File: src/rtl/adder_pipe_pkg.sv
// Shared defaults and sizing helper for the pipelined chunked adder.
package adder_pipe_pkg;

    localparam int unsigned ADDER_PIPE_DEF_WIDTH  = 16;
    localparam int unsigned ADDER_PIPE_DEF_STAGES = 4;

    function automatic int unsigned chunk_width(input int unsigned width,
                                                input int unsigned stages);
        return (stages == 0) ? width : width / stages;
    endfunction

endpackage

File: src/rtl/adder_nbit.sv
// Parametrised combinational ripple-carry adder; overflow is the carry out of the MSB.
module adder_nbit #(
    parameter int unsigned BIT_WIDTH = 8
) (
    input  logic [BIT_WIDTH-1:0] a,
    input  logic [BIT_WIDTH-1:0] b,
    input  logic                 carry_in,
    output logic [BIT_WIDTH-1:0] sum,
    output logic                 overflow
);

    logic [BIT_WIDTH:0] carry;

    always_comb begin
        carry    = '0;
        sum      = '0;
        carry[0] = carry_in;
        for (int unsigned i = 0; i < BIT_WIDTH; i++) begin
            sum[i]       = a[i] ^ b[i] ^ carry[i];
            carry[i+1]   = (a[i] & b[i]) | (carry[i] & (a[i] ^ b[i]));
        end
    end

    assign overflow = carry[BIT_WIDTH];

endmodule

File: src/rtl/adder_pipe_stage.sv
// One pipeline stage: adds operand bits [LO+CHUNK-1:LO] and registers valid, carry,
// the accumulated low sum bits and the operand bits still to be added downstream.
module adder_pipe_stage #(
    parameter int unsigned WIDTH = 16,
    parameter int unsigned CHUNK = 4,
    parameter int unsigned LO    = 0
) (
    input  logic             clk,
    input  logic             n_rst,
    input  logic             load_i,
    input  logic             valid_i,
    input  logic             carry_i,
    input  logic [WIDTH-1:0] psum_i,
    input  logic [WIDTH-1:0] a_i,
    input  logic [WIDTH-1:0] b_i,
    output logic             valid_o,
    output logic             carry_o,
    output logic [WIDTH-1:0] psum_o,
    output logic [WIDTH-1:0] a_o,
    output logic [WIDTH-1:0] b_o
);

    localparam int unsigned HI = LO + CHUNK;

    logic [CHUNK-1:0] chunk_sum;
    logic             chunk_carry;
    logic [HI-1:0]    psum_d;
    logic [HI-1:0]    psum_q;
    logic             valid_q;
    logic             carry_q;
    logic             data_en;

    // Bubbles never touch the data, so the outputs keep their last valid result.
    assign data_en = load_i && valid_i;

    adder_nbit #(.BIT_WIDTH(CHUNK)) u_add (
        .a        (a_i[HI-1:LO]),
        .b        (b_i[HI-1:LO]),
        .carry_in (carry_i),
        .sum      (chunk_sum),
        .overflow (chunk_carry)
    );

    if (LO == 0) begin : g_first
        logic unused_psum;
        assign psum_d      = chunk_sum;
        assign unused_psum = ^psum_i;
    end else begin : g_chain
        logic unused_low;
        assign psum_d     = {chunk_sum, psum_i[LO-1:0]};
        assign unused_low = ^{psum_i[WIDTH-1:LO], a_i[LO-1:0], b_i[LO-1:0]};
    end

    always_ff @(posedge clk or negedge n_rst) begin
        if (!n_rst) begin
            valid_q <= 1'b0;
            carry_q <= 1'b0;
            psum_q  <= '0;
        end else begin
            if (load_i) begin
                valid_q <= valid_i;
            end
            if (data_en) begin
                carry_q <= chunk_carry;
                psum_q  <= psum_d;
            end
        end
    end

    if (HI < WIDTH) begin : g_ops
        logic [WIDTH-1:HI] a_q;
        logic [WIDTH-1:HI] b_q;

        always_ff @(posedge clk or negedge n_rst) begin
            if (!n_rst) begin
                a_q <= '0;
                b_q <= '0;
            end else if (data_en) begin
                a_q <= a_i[WIDTH-1:HI];
                b_q <= b_i[WIDTH-1:HI];
            end
        end

        assign a_o    = {a_q, {HI{1'b0}}};
        assign b_o    = {b_q, {HI{1'b0}}};
        assign psum_o = {{(WIDTH-HI){1'b0}}, psum_q};
    end else begin : g_last
        assign a_o    = '0;
        assign b_o    = '0;
        assign psum_o = psum_q;
    end

    assign valid_o = valid_q;
    assign carry_o = carry_q;

endmodule

File: src/rtl/adder_pipe_nbit.sv
// Pipelined chunked adder with valid/ready on both sides and per-stage bubble collapsing.
// Build option: ADDER_PIPE_SATURATE_EN clamps sum to all-ones on carry out of the MSB.
module adder_pipe_nbit
    import adder_pipe_pkg::*;
#(
    parameter int unsigned BIT_WIDTH  = ADDER_PIPE_DEF_WIDTH,
    parameter int unsigned NUM_STAGES = ADDER_PIPE_DEF_STAGES
) (
    input  logic                 clk,
    input  logic                 n_rst,
    input  logic                 in_valid,
    output logic                 in_ready,
    input  logic [BIT_WIDTH-1:0] a,
    input  logic [BIT_WIDTH-1:0] b,
    input  logic                 carry_in,
    output logic                 out_valid,
    input  logic                 out_ready,
    output logic [BIT_WIDTH-1:0] sum,
    output logic                 overflow
);

    localparam int unsigned CHUNK = chunk_width(BIT_WIDTH, NUM_STAGES);

    if ((NUM_STAGES == 0) || ((BIT_WIDTH % NUM_STAGES) != 0)) begin : g_cfg_err
        $error("adder_pipe_nbit: BIT_WIDTH (%0d) must be a multiple of NUM_STAGES (%0d)",
               BIT_WIDTH, NUM_STAGES);
    end

    logic [NUM_STAGES-1:0] valid_s;
    logic [NUM_STAGES-1:0] carry_s;
    logic [NUM_STAGES-1:0] accept;
    logic [BIT_WIDTH-1:0]  psum_s [NUM_STAGES];
    logic [BIT_WIDTH-1:0]  a_s    [NUM_STAGES];
    logic [BIT_WIDTH-1:0]  b_s    [NUM_STAGES];
    logic                  unused_tail;

    // Walk from the output back to stage 0: a stage loads if empty or its successor loads.
    always_comb begin
        accept = '0;
        accept[NUM_STAGES-1] = !valid_s[NUM_STAGES-1] || out_ready;
        for (int unsigned j = 1; j < NUM_STAGES; j++) begin
            accept[NUM_STAGES-1-j] = !valid_s[NUM_STAGES-1-j] || accept[NUM_STAGES-j];
        end
    end

    for (genvar k = 0; k < NUM_STAGES; k++) begin : g_stage
        logic                 valid_in;
        logic                 carry_k;
        logic [BIT_WIDTH-1:0] psum_in;
        logic [BIT_WIDTH-1:0] a_in;
        logic [BIT_WIDTH-1:0] b_in;

        if (k == 0) begin : g_src
            assign valid_in = in_valid;
            assign carry_k  = carry_in;
            assign psum_in  = '0;
            assign a_in     = a;
            assign b_in     = b;
        end else begin : g_link
            assign valid_in = valid_s[k-1];
            assign carry_k  = carry_s[k-1];
            assign psum_in  = psum_s[k-1];
            assign a_in     = a_s[k-1];
            assign b_in     = b_s[k-1];
        end

        adder_pipe_stage #(
            .WIDTH (BIT_WIDTH),
            .CHUNK (CHUNK),
            .LO    (k * CHUNK)
        ) u_stage (
            .clk     (clk),
            .n_rst   (n_rst),
            .load_i  (accept[k]),
            .valid_i (valid_in),
            .carry_i (carry_k),
            .psum_i  (psum_in),
            .a_i     (a_in),
            .b_i     (b_in),
            .valid_o (valid_s[k]),
            .carry_o (carry_s[k]),
            .psum_o  (psum_s[k]),
            .a_o     (a_s[k]),
            .b_o     (b_s[k])
        );
    end

    assign unused_tail = ^{a_s[NUM_STAGES-1], b_s[NUM_STAGES-1]};

    assign in_ready  = accept[0];
    assign out_valid = valid_s[NUM_STAGES-1];
    assign overflow  = carry_s[NUM_STAGES-1];

`ifdef ADDER_PIPE_SATURATE_EN
    assign sum = carry_s[NUM_STAGES-1] ? '1 : psum_s[NUM_STAGES-1];
`else
    assign sum = psum_s[NUM_STAGES-1];
`endif

endmodule
File: config.mk
export PLATFORM = sky130hd
export DESIGN_NAME = adder_pipe_nbit
export DESIGN_NICKNAME = d
export VERILOG_FILES = /design/src/rtl/adder_pipe_pkg.sv /design/src/rtl/adder_nbit.sv /design/src/rtl/adder_pipe_stage.sv /design/src/rtl/adder_pipe_nbit.sv
export SDC_FILE = /design/constraint.sdc
export NUM_CORES = 1
export LEC_CHECK = 0
export CAP_MARGIN = 0
export CORE_MARGIN = 3
export CORE_UTILIZATION = 45
export DETAILED_ROUTE_END_ITERATION = 6
export PLACE_DENSITY_LB_ADDON = 0.15
export SKIP_LAST_GASP = 1
export SYNTH_ARGS = -nofsm -noshare
export SYNTH_HDL_FRONTEND = slang
export SYNTH_SLANG_ARGS = --single-unit
File: constraint.sdc
create_clock -name clk -period 3.4 [get_ports clk]
set_input_delay 0.85 -clock clk [delete_from_list [all_inputs] [get_ports clk]]
set_output_delay 0.85 -clock clk [all_outputs]
set_load 0.005 [all_outputs]
==> summary.txt <==
Logic synthesis
  • Average instance area after synthesis: 15.0 um2
  • Synth Cell Area: 0.00403 mm2
  • Synth area leader: dfrtp_1
  • Top FF cell, synth: dfrtp_1
  • Asr flop ratio synth: 100%
  • Synth top area share: 59.7%
  • Post-synthesis register bit count: 96
  • Ranking of synthesized cells by area: dfrtp_1, mux2_2, fa_1
  • Synthesized instance count: 268
  • Synth warn: 0
  • Most frequent cell after synthesis: dfrtp_1
  • Synth top cells by count: dfrtp_1, mux2_2, inv_1
  • Syn_nets: 321
  • Sequential fraction of the synthesis area: 59.7%
  • Number of synthesized flops with an enable pin: 0
  • Yosys cell types: 17

Drt
  • TritonRoute pass-1 iters: 6
  • Post-route ant nets: 0
  • DR vias: 2126
  • Post-route DRC violation count: 0
  • Vias per cell: 4.85
  • Initial DRC Count: 36
  • Wire per inst: 14.1 um
  • DRT Wirelength: 6160 um

Setup path
  • Crit path kind: in -> out
  • CP endpoint kind: output port
  • Critical path data required time: 2550 ps
  • Startpoint class of the critical path: primary input
  • CP Data Arrival Time: 2260 ps
  • Crit-path max FO: 6
  • CP most frequent cell: clkdlybuf4s50_1
  • Largest stage delay on the critical path: 520 ps
  • CP cell instances: clkdlybuf4s50_1, and4b_1, nand2_1, clkdlybuf4s50_1
  • Worst path slowest cell: clkdlybuf4s50_1

Place
  • Setup WS pre-CTS: 306 ps
  • Gpl congestion: 0.713
  • HPWL after detailed placement: 4460 um
  • Quantity of I/O buffers inserted on ports: 55
  • Dpl cells: 424

Pwr
  • P_leak: 2.21 nW
  • Sw Ratio: 27.2%
  • Psw: 0.943 mW
  • Total power: 3.47 mW
  • Sequential Power Share: 50.4%
  • Clock power frac: 20.4%
  • VDD IR max: 280 uV
  • Pwr/cell area: 709 mW/mm2
  • Power Internal: 2.52 mW
  • Comb pwr share: 29.1%

CTS
  • # hold bufs at CTS: 0
  • Inserted Clock Buffers: 9
  • CTS clock-pin slew for the worst setup and hold paths: 80 ps
  • CTS Sinks: 96
  • CTS Buffer Depth: 2
  • Clk_lat worst skew: 350 ps
  • Resize count post-CTS: 0
  • CTS H-Tree Depth: 3
  • Setup Buffers After CTS: 0
  • CTS tree: done
  • CTS root buf: clkbuf_8

STA
  • WHS: 491 ps
  • FMAX: 0.322 GHz
  • Fin crit period: 3110 ps
  • Worst-Margin Slew: 683 ps
  • Final Skew: 11.0 ps
  • Max-slew violation count: 0
  • Final WS setup: 291 ps
  • Hold Violations, Final: 0
  • RSZ-0062 raised after global routing: no
  • Slew HR: 54.4%
  • Setup violators final: 0
  • Setup TNS: 0 ps
  • Final worst-path cycle share: 91.4%

Run status
  • Status: complete, no violations

Die
  • Die Y: 101 um
  • Chip width: 101 um
  • Die ar.: 0.0101 mm2
  • Initial Util: 47.6%
  • I/O pins: 56
  • FP Rows: 33
  • Core ar.: 0.00846 mm2

Cells and area
  • Fin nets: 383
  • Count of non-filler cells in the finished layout: 438
  • Share of cells above drive strength 1: 27.6%
  • Number of antenna diodes: 0
  • Synthesis-to-layout area growth: 21.5%
  • Fillers: 722

Global routing
  • Vias in the first global route: 2247
  • GRT Resource Usage Total: 14.1%
  • Largest net degree at the start of global routing: 52
  • First-pass GRT wire length: 11000 um
  • Initial antenna violation count: 0
  • GRT overflow: 0

Job
  • Max Cap Viol: 0

Hold path
  • Min-Delay Path Class: reg -> reg
kinds of logic after synthesis:
group	Yosys count	synth area share, %
fa+ha+maj	16	7.96
compound gates	11	1.46
mux	87	24.1
simple gates	12	1.96
buf+inv	46	4.88
flops	96	59.7
routing by layer:
metal  track usage (%)  routed length (um)  share of wire [%]  vias to the layer above
met4              4.04                  90                1.5                        0
met5                 0                   0                  0                        -
met3              4.50                 269                4.4                        8
met1              19.4                3030                 49                     1068
met2              21.6                2770                 45                       42
li1                  -                   -                  -                     1008
layout by cell type (no fill, tap or decap), types with 2 or more instances in the layout:
cell type        instances
buf_12                   2
buf_4                    3
clkbuf_8                10
clkdlybuf4s50_1         54
dfrtp_1                 96
fa_1                    16
inv_1                   38
mux2_1                   7
mux2_2                  71
mux2i_1                  9
nand2_1                  4
nand2b_1                 4
o21ai_0                 10
state kept, by name (all words and copies together) (netlist names):
name and flops:
g_stage.u_stage.psum_q 24, g_stage.u_stage.valid_o 4, g_stage.u_stage.g_ops.b_q 24, g_stage.u_stage.carry_o 4, g_stage.u_stage.g_ops.a_q 24, g_stage.u_stage.psum_o 16
power by group through the flow:
stage	clock network, mW	registers (mW)	logic, mW
6_report	0.709	1.75	1.01
5_1_grt	0.784	1.81	1.15
4_1_cts	0.739	1.76	1.04
3_5_place_dp	0	1.78	1.04
3_3_place_gp	0	1.77	1.01
2_1_floorplan	0	1.72	0.618
metrics by stage:
step	cell area [um2]	util [%]
after floorplan	4030	-
after global placement	4710	55.6
after detailed placement	4710	55.6
after CTS	4890	57.8
after global routing	4890	57.8
final	4890	57.8
final timing paths:
check,startpoint,end,slack (ps),depth (start not counted)
worst max register to register,g_stage[0].u_stage.g_ops.a_q[4]$_DFFE_PN0P_,g_stage[1].u_stage.psum_q[7]$_DFFE_PN0P_,1220,8
worst min-delay path,g_stage[1].u_stage.psum_q[7]$_DFFE_PN0P_,g_stage[2].u_stage.psum_q[7]$_DFFE_PN0P_,490,1
max in group asynchronous,n_rst,g_stage[2].u_stage.psum_q[8]$_DFFE_PN0P_,2220,2
worst max-delay path,out_ready,in_ready,290,4
min in group asynchronous,n_rst,g_stage[3].u_stage.psum_o[2]$_DFFE_PN0P_,500,1
worst min register to register,g_stage[1].u_stage.psum_q[7]$_DFFE_PN0P_,g_stage[2].u_stage.psum_q[7]$_DFFE_PN0P_,490,1
layout make-up:
cell class	count	area, um2	share of cell area, %
flip-flops and latches	96	2400	49.1
inverters	38	143	2.92
repair buffers	59	603	12.3
multi-input cells	126	1430	29.2
clock buffers	11	141	2.89
clock inverters	3	43.8	0.895
well taps	105	131	2.69
critical path: cells and delay by family:
family / cells / cell delay (ps)
AND/OR/NAND/NOR: 2 / 390
buffers and inverters: 2 / 1020
Note: power is estimated with default switching activity, not from simulation.
